**src/rtl/ucsbece154_mem_pkg.sv**
```systemverilog
// Shared types and constants for the SDRAM read-port arbiter.
package ucsbece154_mem_pkg;

  // Arbiter sequencing states.
  typedef enum logic [1:0] {
    IDLE  = 2'd0,
    ISSUE = 2'd1,
    BURST = 2'd2,
    DRAIN = 2'd3
  } arbState_t;

  // Requester identifiers; also the bit positions in the pick request/grant vectors.
  localparam logic REQ_I = 1'b0;
  localparam logic REQ_D = 1'b1;

  // Default number of beats in one SDRAM burst.
  localparam int BLOCK_WORDS_DEFAULT = 4;

endpackage

```
**src/rtl/ucsbece154_mem_arbiter_if.sv**
```systemverilog
// Bundle of cache-miss, SDRAM read-port and beat-return signals around the arbiter.
// The master modport is the arbiter side; the slave modport is the caches plus SDRAM.
interface ucsbece154_mem_arbiter_if #(
  parameter int ADDR_W      = 32,
  parameter int DATA_W      = 32,
  parameter int BLOCK_WORDS = 4
);

  localparam int IDX_W = $clog2(BLOCK_WORDS);

  // Requester side
  logic              IReq;
  logic [ADDR_W-1:0] IAddr;
  logic              DReq;
  logic [ADDR_W-1:0] DAddr;
  logic              IGrant;
  logic              DGrant;
  logic              IDataReady;
  logic              DDataReady;
  logic              IDone;
  logic              DDone;
  logic [IDX_W-1:0]  BeatIdx;
  logic [DATA_W-1:0] DataOut;

  // SDRAM side
  logic              MemReadRequest;
  logic [ADDR_W-1:0] MemReadAddress;
  logic [DATA_W-1:0] MemDataIn;
  logic              MemDataReady;

  // Status
  logic              ProtErr;

  modport master (
    input  IReq, IAddr, DReq, DAddr, MemDataIn, MemDataReady,
    output IGrant, DGrant, IDataReady, DDataReady, IDone, DDone,
           BeatIdx, DataOut, MemReadRequest, MemReadAddress, ProtErr
  );

  modport slave (
    output IReq, IAddr, DReq, DAddr, MemDataIn, MemDataReady,
    input  IGrant, DGrant, IDataReady, DDataReady, IDone, DDone,
           BeatIdx, DataOut, MemReadRequest, MemReadAddress, ProtErr
  );

endinterface

```
**src/rtl/ucsbece154_rr_pick2.sv**
```systemverilog
// Two-input round-robin picker: a lone request wins outright, a tie goes to
// whichever requester did not win last time. Output is one-hot (or zero).
module ucsbece154_rr_pick2
  import ucsbece154_mem_pkg::*;
(
  input  logic [1:0] req,
  input  logic       last,
  output logic [1:0] grant
);

  // Resolve ties against the previous winner; otherwise pass the request through.
  always_comb begin
    grant = req;
    if (req == 2'b11) begin
      grant = (last == REQ_I) ? 2'b10 : 2'b01;
    end
  end

endmodule

```
**src/rtl/ucsbece154_mem_arbiter.sv**
```systemverilog
// Shares the single SDRAM read port between the I-cache and D-cache miss engines.
// One burst is in flight at a time; its beats are counted and routed to the
// granted cache. A requester that withdraws mid-burst has the rest of its burst
// drained without being forwarded.
module ucsbece154_mem_arbiter
  import ucsbece154_mem_pkg::*;
#(
  parameter int ADDR_W      = 32,
  parameter int DATA_W      = 32,
  parameter int BLOCK_WORDS = BLOCK_WORDS_DEFAULT
) (
  input  logic                    clk,
  input  logic                    reset,
  ucsbece154_mem_arbiter_if.master bus
);

  localparam int               IDX_W     = $clog2(BLOCK_WORDS);
  localparam logic [IDX_W-1:0] LAST_BEAT = IDX_W'(BLOCK_WORDS - 1);
  localparam logic [IDX_W-1:0] ONE_BEAT  = IDX_W'(1);

  arbState_t         state, stateNext;
  logic              grantI, grantINext;
  logic              grantD, grantDNext;
  logic              readReq, readReqNext;
  logic [ADDR_W-1:0] readAddr, readAddrNext;
  logic [IDX_W-1:0]  beatCnt, beatCntNext;
  logic              last, lastNext;
  logic              protErr, protErrNext;

  logic              beatFwd;
  logic              beatDone;
  logic              grantedReq;
  logic [1:0]        pickReq;
  logic [1:0]        pickGrant;
  logic [DATA_W-1:0] dataPass;

  assign pickReq    = {bus.DReq, bus.IReq};
  assign grantedReq = (grantI & bus.IReq) | (grantD & bus.DReq);

  ucsbece154_rr_pick2 picker (
    .req   (pickReq),
    .last  (last),
    .grant (pickGrant)
  );

  // State and all registered outputs; async active-low reset abandons any burst.
  always_ff @(posedge clk or negedge reset) begin
    if (!reset) begin
      state    <= IDLE;
      grantI   <= 1'b0;
      grantD   <= 1'b0;
      readReq  <= 1'b0;
      readAddr <= '0;
      beatCnt  <= '0;
      last     <= REQ_I;
      protErr  <= 1'b0;
    end else begin
      state    <= stateNext;
      grantI   <= grantINext;
      grantD   <= grantDNext;
      readReq  <= readReqNext;
      readAddr <= readAddrNext;
      beatCnt  <= beatCntNext;
      last     <= lastNext;
      protErr  <= protErrNext;
    end
  end

  // Next-state logic plus the combinational beat-forward and last-beat strobes.
  always_comb begin
    stateNext    = state;
    grantINext   = grantI;
    grantDNext   = grantD;
    readReqNext  = 1'b0;
    readAddrNext = readAddr;
    beatCntNext  = beatCnt;
    lastNext     = last;
    protErrNext  = protErr;
    beatFwd      = 1'b0;
    beatDone     = 1'b0;

    case (state)
      IDLE: begin
        if (bus.MemDataReady) begin
          protErrNext = 1'b1;
        end
        if (pickGrant != 2'b00) begin
          stateNext    = ISSUE;
          grantINext   = pickGrant[REQ_I];
          grantDNext   = pickGrant[REQ_D];
          readAddrNext = pickGrant[REQ_D] ? bus.DAddr : bus.IAddr;
          lastNext     = pickGrant[REQ_D] ? REQ_D : REQ_I;
          readReqNext  = 1'b1;
          beatCntNext  = '0;
        end
      end

      ISSUE: begin
        // The read strobe goes out this cycle whatever happens, so a withdrawal
        // here still has a full burst coming back that must be drained.
        if (bus.MemDataReady) begin
          protErrNext = 1'b1;
        end
        beatCntNext = '0;
        stateNext   = grantedReq ? BURST : DRAIN;
      end

      BURST: begin
        if (bus.MemDataReady) begin
          beatFwd     = 1'b1;
          beatCntNext = beatCnt + ONE_BEAT;
          if (beatCnt == LAST_BEAT) begin
            beatDone   = 1'b1;
            grantINext = 1'b0;
            grantDNext = 1'b0;
            stateNext  = IDLE;
          end else if (!grantedReq) begin
            stateNext = DRAIN;
          end
        end else if (!grantedReq) begin
          stateNext = DRAIN;
        end
      end

      DRAIN: begin
        if (bus.MemDataReady) begin
          beatCntNext = beatCnt + ONE_BEAT;
          if (beatCnt == LAST_BEAT) begin
            grantINext = 1'b0;
            grantDNext = 1'b0;
            stateNext  = IDLE;
          end
        end
      end

      default: begin
        stateNext  = IDLE;
        grantINext = 1'b0;
        grantDNext = 1'b0;
      end
    endcase
  end

  assign dataPass = bus.MemDataIn;

  assign bus.IGrant         = grantI;
  assign bus.DGrant         = grantD;
  assign bus.IDataReady     = beatFwd & grantI;
  assign bus.DDataReady     = beatFwd & grantD;
  assign bus.IDone          = beatDone & grantI;
  assign bus.DDone          = beatDone & grantD;
  assign bus.BeatIdx        = beatCnt;
  assign bus.DataOut        = dataPass;
  assign bus.MemReadRequest = readReq;
  assign bus.MemReadAddress = readAddr;
  assign bus.ProtErr        = protErr;

endmodule

```
**src/flat_wrapper.sv**
```systemverilog
// flat-port wrapper written by rule: the top's interface ports become plain ports
module ucsbece154_mem_arbiter_flat import ucsbece154_mem_pkg::*;
#(
  parameter int ADDR_W      = 32,
  parameter int DATA_W      = 32,
  parameter int BLOCK_WORDS = BLOCK_WORDS_DEFAULT
)
  (clk, reset, bus_IReq, bus_IAddr, bus_DReq, bus_DAddr, bus_MemDataIn, bus_MemDataReady, bus_IGrant, bus_DGrant, bus_IDataReady, bus_DDataReady, bus_IDone, bus_DDone, bus_BeatIdx, bus_DataOut, bus_MemReadRequest, bus_MemReadAddress, bus_ProtErr);
  ucsbece154_mem_arbiter_if #(.ADDR_W(ADDR_W), .DATA_W(DATA_W), .BLOCK_WORDS(BLOCK_WORDS)) bus_i ();
  input  logic clk;
  input  logic reset;
  input wire logic [$bits(bus_i.IReq)-1:0] bus_IReq;
  input wire logic [$bits(bus_i.IAddr)-1:0] bus_IAddr;
  input wire logic [$bits(bus_i.DReq)-1:0] bus_DReq;
  input wire logic [$bits(bus_i.DAddr)-1:0] bus_DAddr;
  input wire logic [$bits(bus_i.MemDataIn)-1:0] bus_MemDataIn;
  input wire logic [$bits(bus_i.MemDataReady)-1:0] bus_MemDataReady;
  output wire logic [$bits(bus_i.IGrant)-1:0] bus_IGrant;
  output wire logic [$bits(bus_i.DGrant)-1:0] bus_DGrant;
  output wire logic [$bits(bus_i.IDataReady)-1:0] bus_IDataReady;
  output wire logic [$bits(bus_i.DDataReady)-1:0] bus_DDataReady;
  output wire logic [$bits(bus_i.IDone)-1:0] bus_IDone;
  output wire logic [$bits(bus_i.DDone)-1:0] bus_DDone;
  output wire logic [$bits(bus_i.BeatIdx)-1:0] bus_BeatIdx;
  output wire logic [$bits(bus_i.DataOut)-1:0] bus_DataOut;
  output wire logic [$bits(bus_i.MemReadRequest)-1:0] bus_MemReadRequest;
  output wire logic [$bits(bus_i.MemReadAddress)-1:0] bus_MemReadAddress;
  output wire logic [$bits(bus_i.ProtErr)-1:0] bus_ProtErr;
  assign bus_i.IReq = bus_IReq;
  assign bus_i.IAddr = bus_IAddr;
  assign bus_i.DReq = bus_DReq;
  assign bus_i.DAddr = bus_DAddr;
  assign bus_i.MemDataIn = bus_MemDataIn;
  assign bus_i.MemDataReady = bus_MemDataReady;
  assign bus_IGrant = bus_i.IGrant;
  assign bus_DGrant = bus_i.DGrant;
  assign bus_IDataReady = bus_i.IDataReady;
  assign bus_DDataReady = bus_i.DDataReady;
  assign bus_IDone = bus_i.IDone;
  assign bus_DDone = bus_i.DDone;
  assign bus_BeatIdx = bus_i.BeatIdx;
  assign bus_DataOut = bus_i.DataOut;
  assign bus_MemReadRequest = bus_i.MemReadRequest;
  assign bus_MemReadAddress = bus_i.MemReadAddress;
  assign bus_ProtErr = bus_i.ProtErr;
  ucsbece154_mem_arbiter #(.ADDR_W(ADDR_W), .DATA_W(DATA_W), .BLOCK_WORDS(BLOCK_WORDS)) u_core (.clk(clk), .reset(reset), .bus(bus_i));
endmodule
```
**config.mk**
```make
export PLATFORM = sky130hd
export DESIGN_NAME = ucsbece154_mem_arbiter_flat
export DESIGN_NICKNAME = d
export VERILOG_FILES = /design/src/rtl/ucsbece154_mem_pkg.sv /design/src/rtl/ucsbece154_mem_arbiter_if.sv /design/src/rtl/ucsbece154_rr_pick2.sv /design/src/rtl/ucsbece154_mem_arbiter.sv /design/src/flat_wrapper.sv
export SDC_FILE = /design/constraint.sdc
export NUM_CORES = 1
export LEC_CHECK = 0
export CORE_UTILIZATION = 29
export DETAILED_ROUTE_END_ITERATION = 10
export GPL_TIMING_DRIVEN = 1
export PLACE_DENSITY_LB_ADDON = 0.3
export SLEW_MARGIN = 20
export SYNTH_ARGS = -nofsm -noshare
export SYNTH_HDL_FRONTEND = slang
export SYNTH_SLANG_ARGS = --single-unit
```
**constraint.sdc**
```tcl
create_clock -name clk -period 1.35 [get_ports clk]
set_clock_uncertainty 0.1 [all_clocks]
set_input_delay 0.2025 -clock clk [delete_from_list [all_inputs] [get_ports clk]]
set_output_delay 0.2025 -clock clk [all_outputs]
set_load 0.05 [all_outputs]
```
# Word level (Yosys, flattened, before mapping)
# Cells that the tools add are included.
totals:
  reg_bits: 41
  in_bits: 101
  out_inout_bits: 74
op_classes:
  addsub: 1
  n_eq_ne: 10
  muxes: 28
  n_bitwise: 7
  reduce_logical: 10
op_table:
  columns: ["cell", "n"]
  rows:
  - ["$mux W32", 1]
  - ["$mux W2", 10]
  - ["$mux W1", 13]
  - ["$eq A2 B2 Y1 const B", 4]
  - ["$ne A2 B1 Y1 const B", 4]
  - ["$pmux W2 S4", 1]
  - ["$and A1 B1 Y1", 6]
  - ["$pmux W2 S3", 1]
  - ["$reduce_and A2 Y1", 3]
  - ["$pmux W1 S2", 2]
  - ["$reduce_and A4 Y1", 1]
  - ["$reduce_bool A2 Y1", 2]
  - ["$reduce_or A2 Y1", 2]
  - ["$reduce_and A3 Y1", 1]
  - ["$add A2 B1 Y2 const B", 1]
  - ["$eq A2 B1 Y1 const B", 1]
  - ["$logic_not A2 Y1", 1]
  - ["$ne A2 B2 Y1 const B", 1]
  - ["$or A1 B1 Y1", 1]

# Logic depth before layout (Yosys ltp)
logic_depth:
  ltp_word: 6
  mapped_depth: 6
  mapped_depth_nobuf: 4

# Hierarchy
# Synthesis repeated with hierarchy kept, for this count alone.
hier_totals:
  hier_cells: 181
  hier_area_um2: 2434.8
by_module_without_submodules:
  columns: ["mod", "instances", "cells_per_inst", "area_per_inst_um2", "seq_area_each_um2"]
  rows:
  - ["ucsbece154_mem_arbiter", 1, 178, 2416.1, 1026.0]
  - ["ucsbece154_rr_pick2", 1, 3, 18.8, 0.0]

# Worst setup path after synthesis
# OpenSTA, ideal clock, no wires.
synth_timing:
  path_kind: "register to output"
  from: "register u_core.beatCnt[0] (netlist: u_core.bus.BeatIdx[0])"
  to: "output bus_DDone"
  t_arrival_ns: 1.392
  t_required_ns: 1.048
  setup_slack_ns: -0.345
  path_stages_with_launch: 3
  n_path_buf: 0
  path_cell_list: "dfrtp_1 > ha_1 > and3_1"
synth_via:
  elab_chain_len: 5
synth_rtl:
  columns: ["item", "line", "source"]
  rows:
  - ["from (decl)", "ucsbece154_mem_arbiter.sv:26", "logic [IDX_W-1:0] beatCnt, beatCntNext;"]
  - ["from (signal assigned)", "ucsbece154_mem_arbiter.sv:63", "beatCnt <= beatCntNext;"]
  - ["$eq A2 B2 Y1", "ucsbece154_mem_arbiter.sv:112", "if (beatCnt == LAST_BEAT) begin"]
  - ["$mux W1", "ucsbece154_mem_arbiter.sv:112", null]
  - ["$mux W1", "ucsbece154_mem_arbiter.sv:109", "if (bus.MemDataReady) begin"]
  - ["$mux W1", "ucsbece154_mem_arbiter.sv:82", "case (state)"]
  - ["$and A1 B1 Y1", "ucsbece154_mem_arbiter.sv:151", "assign bus.DDone = beatDone & grantD;"]
  - ["to (decl)", "flat_wrapper.sv:23", "output wire logic [$bits(bus_i.DDone)-1:0] bus_DDone;"]
# No other way between the ends.

# Final worst setup path
layout_timing:
  from: "register u_core.state[1]"
  to: "output bus_IDone"
layout_via:
  elab_chain_len: 3
layout_rtl:
  columns: ["item", "line", "source"]
  rows:
  - ["from (decl)", "ucsbece154_mem_arbiter.sv:21", "arbState_t state, stateNext;"]
  - ["from (signal assigned)", "ucsbece154_mem_arbiter.sv:58", "state <= stateNext;"]
  - ["$eq A2 B2 Y1", "ucsbece154_mem_arbiter.sv:82", null]
  - ["$mux W1", "ucsbece154_mem_arbiter.sv:82", null]
  - ["$and A1 B1 Y1", "ucsbece154_mem_arbiter.sv:150", "assign bus.IDone = beatDone & grantI;"]
  - ["to (decl)", "flat_wrapper.sv:22", "output wire logic [$bits(bus_i.IDone)-1:0] bus_IDone;"]
# No other way between the ends.

==> Implementation_results.wiki <==
{| class="wikitable"
! Metric !! Value
|-
| Run status || complete, but fails checks
|-
| Violated checks || setup timing
|-
| Number of synthesized register bits || 41
|-
| Multi-input gate area || 1380 um2
|-
| Wirelength, routed || roughly 7700 um
|-
| Largest driver fanout on the critical path || 4
|-
| Top-level I/O count || 175
|-
| Aggregate global-route resource usage || between 15 and 20%
|-
| Final critical-path share of the clock period || 121%
|-
| Placement-stage worst setup slack || -409 ps
|-
| Clock tree from TritonCTS || yes
|-
| Ant diodes || 0
|-
| Pleak || ~1.8 nW
|-
| Number of max-cap violations || 0
|-
| Final standard cell count with taps included and fillers excluded || approximately 460
|-
| Unrepaired setup endpoints after global routing || true
|-
| Adder-cell share of the synthesized area || less than 1%
|-
| Root Buffer || sky130_fd_sc_hd__clkbuf_8
|-
| H-tree level count || 2
|-
| Fraction of the yosys area taken by sequential cells || 40.3%
|-
| Post-CTS clock slew at the launch and capture registers of the worst setup and hold paths || roughly 80 ps
|-
| GRT Residual Overflow || 0
|-
| Post-synth net total || between 300 and 400
|-
| Port-buffer cells || 110
|-
| Via total after detailed routing || approximately 2200
|-
| Area enclosed by the die boundary || a little over 9000 um2
|-
| Effective utilization at floorplan || 30.5%
|-
| HPWL after detailed placement || around 5300 um
|-
| Worst flop-to-flop path startpoint || u_core.state[1]
|-
| CTS sink cnt || 41
|-
| Final worst slack || -285 ps
|-
| Hold path start || bus_MemDataIn[0]
|-
| Number of cells after detailed placement || between 400 and 500
|-
| Actual transition at the worst max-transition pin || ~500 ps
|-
| Portion of netlist area occupied by mux cells || less than 1%
|-
| Global-route wire length before repair || 11900 um
|-
| Number of warning messages in the yosys log || 0
|-
| Iteration-0 DRC Markers || a little under 70
|-
| Type of the worst min-delay path || in -> out
|-
| Detailed-route vias per instance || a little under 5
|-
| Remaining number of nets flagged by the antenna check after routing || 0
|-
| WS Path Type || reg -> out
|-
| Cell area after synthesis || 2540 um2
|-
| Highest Clock Rate || 612 MHz
|-
| Slew margin rel. || between 60% and 70%
|-
| Initial antenna violation count || 0
|-
| # fillers || 712
|-
| Clock Tree Buf Depth || 2
|-
| Kind of end point of the critical path || output port
|-
| Number of remaining DRC errors || 0
|-
| Total power density per cell area || between 2000 and 2500 nW/um2
|-
| Final-report max-slew violation count || 0
|-
| Signal arrival time at the worst endpoint || 1330 ps
|-
| RePlAce Congestion || around 0.80
|-
| DR WL/cell || between 15 and 20 um
|-
| Sequential cell area || around 1000 um2
|-
| Endpoint of the worst-slack reg-to-reg timing path || u_core.bus.MemReadAddress[18]
|-
| Worst-case hold slack || 305 ps
|-
| Area of all placed cells without fillers || around 4600 um2
|-
| Worst r2r path cells || 8
|-
| Post-layout power || roughly 10 mW
|-
| Iteration count of the initial detailed-routing pass || 4
|-
| Syn avg cell area || between 9 and 10 um2
|-
| Fraction of the mapped netlist area in compound gates || 30.2%
|-
| Syn Inst Count || about 260
|-
| Height of the die || around 96 um
|-
| Share of the synthesized netlist area taken by xor and xnor gates || less than 1%
|-
| Std cell rows || 33
|-
| Cell depth of the worst min-delay path || 0
|-
| Worst IR drop on VDD || between 1 and 1.5 mV
|-
| Data required time of the critical path || 1050 ps
|-
| Final Hold Violating Endpoints || 0
|-
| Largest net degree at the start of global routing || 23
|-
| Dpl cell area || approximately 4100 um2
|-
| Core Util, Final || a little under three fifths
|-
| Endpoints failing setup || 40
|-
| End of the worst hold path || bus_DataOut[0]
|-
| Insertion delay of the later-clocked pin in the worst-skew pair || roughly 290 ps
|-
| P&R area growth vs syn || 81.3%
|-
| Minimum setup slack among reg-to-reg paths || -210 ps
|-
| Critical Path Start Type || flip-flop
|-
| Net count reported at finish || 459
|-
| Post-synthesis cell type count || 35
|-
| Die Width || between 90 and 100 um
|-
| Largest family of logic cells by synthesized area || compound AO/OA/AOI/OAI gates
|-
| Via count of the first global-routing pass || 2328
|-
| Time the worst path needs with I/O delays and setup || around 1600 ps
|-
| Proportion of layout cells with a drive suffix above 1 || 40.8%
|-
| Summed negative setup slack over all endpoints || -7100 ps
|-
| Simple-gate portion of the synthesized area || between 10% and 20%
|-
| Area inside the core boundary || 8340 um2
|-
| Total CTS buffers || 5
|}
## per-layer routing
layer	track usage, %	wire, um	up-vias
met5	0	0	-
met4	8.46	228	0
met3	3.19	495	23
met2	29.3	3800	84
met1	21.5	3150	1068
li1	-	-	1061
## sequential cells by signal (all words and copies together), names as in the netlist
| register | cells |
|---|---|
| u_core.bus.BeatIdx | 2 |
| u_core.bus.DGrant | 1 |
| u_core.bus.IGrant | 1 |
| u_core.bus.MemReadAddress | 32 |
| u_core.bus.MemReadRequest | 1 |
| u_core.bus.ProtErr | 1 |
| u_core.last | 1 |
| u_core.state | 2 |
## critical path, stage by stage, from the launching register on
cell	delay, ps
sky130_fd_sc_hd__dfrtp_1	380
sky130_fd_sc_hd__inv_2	60
sky130_fd_sc_hd__nor3b_4	250
sky130_fd_sc_hd__and3_4	230
sky130_fd_sc_hd__buf_12	130
## cells by family (layout without fill, tap and decap cells)
family / Yosys count / count (layout)
xor gates and xnor gates: 1 / 1
buffers and inverters: 52 / 153
muxes: 1 / 1
AOI/OAI and AO/OA: 80 / 80
DFF: 41 / 41
and+or+nand+nor: 81 / 81
adders and majority gates: 1 / 1
## cells in the final DEF (no fill, tap or decap), drive strengths merged, types with 2 or more instances in the layout
cell type,n
buf,76
nand2,67
clkdlybuf4s50,67
dfrtp,41
a31oi,34
a21oi,33
clkbuf,6
and2,3
nor2,3
and3,2
nor2b,2
a21bo,2
a22oi,2
o21ai,2
## cells in the mapped netlist
cell	n	area (um2)
sky130_fd_sc_hd__a21bo_1	1	10.0
sky130_fd_sc_hd__a21bo_2	1	10.0
sky130_fd_sc_hd__a21boi_2	1	11.3
sky130_fd_sc_hd__a21o_1	1	7.51
sky130_fd_sc_hd__a21oi_1	33	165
sky130_fd_sc_hd__a22o_1	1	8.76
sky130_fd_sc_hd__a22oi_1	2	15.0
sky130_fd_sc_hd__a31o_2	1	8.76
sky130_fd_sc_hd__a31oi_1	15	93.8
sky130_fd_sc_hd__a31oi_4	19	404
sky130_fd_sc_hd__and2_1	2	12.5
sky130_fd_sc_hd__and2_4	1	8.76
sky130_fd_sc_hd__and3_1	2	12.5
sky130_fd_sc_hd__buf_12	2	40.0
sky130_fd_sc_hd__buf_2	4	20.0
sky130_fd_sc_hd__buf_4	32	240
sky130_fd_sc_hd__buf_6	3	33.8
sky130_fd_sc_hd__clkbuf_1	10	37.5
sky130_fd_sc_hd__dfrtp_1	41	1030
sky130_fd_sc_hd__ha_1	1	12.5
sky130_fd_sc_hd__inv_1	1	3.75
sky130_fd_sc_hd__mux2i_1	1	10.0
sky130_fd_sc_hd__nand2_1	67	251
sky130_fd_sc_hd__nor2_1	2	7.51
sky130_fd_sc_hd__nor2_4	1	11.3
sky130_fd_sc_hd__nor2b_1	2	12.5
sky130_fd_sc_hd__nor3_1	1	5.00
sky130_fd_sc_hd__nor3b_1	1	7.51
sky130_fd_sc_hd__o21ai_0	2	10.0
sky130_fd_sc_hd__o2bb2ai_1	1	8.76
sky130_fd_sc_hd__o31ai_1	1	7.51
sky130_fd_sc_hd__o32ai_1	1	8.76
sky130_fd_sc_hd__or2_1	1	6.26
sky130_fd_sc_hd__or2b_1	1	7.51
sky130_fd_sc_hd__xor2_1	1	8.76
## what timing repair did
action,CTS,global route
setup buffers,13,0
setup endpoints to repair,39,45
cloned,7,0
resized for setup,46,25
hold buffers,1,0
hold endpoints to repair,19,0
pin swaps,5,6
## power by group
part | internal, mW | switching (mW)
logic | 3.32 | 3.26
clock network | 0.601 | 0.432
registers | 1.80 | 0.758
## worst max path at each step
stage / startpoint / slack (ps) / endpoint
2_1_floorplan: u_core.state[0] / -40 / u_core.bus.MemReadAddress[20]
3_3_place_gp: bus_IReq / -380 / u_core.bus.MemReadAddress[26]
3_5_place_dp: bus_IReq / -410 / u_core.bus.MemReadAddress[11]
4_1_cts: u_core.state[1] / -300 / bus_DDone
5_1_grt: u_core.state[1] / -370 / bus_DDone
6_report: u_core.state[1] / -280 / bus_IDone
## layout make-up
class                           count  area share, %
Sequential cell                    41           22.3
Tap cell                          105           2.85
Multi-Input combinational cell    164           29.8
Timing Repair Buffer              144           42.3
Clock buffer                        6           1.79
Clock inverter                      2          0.814
Inverter                            1         0.0814
Note: power is estimated with default switching activity, not from simulation.
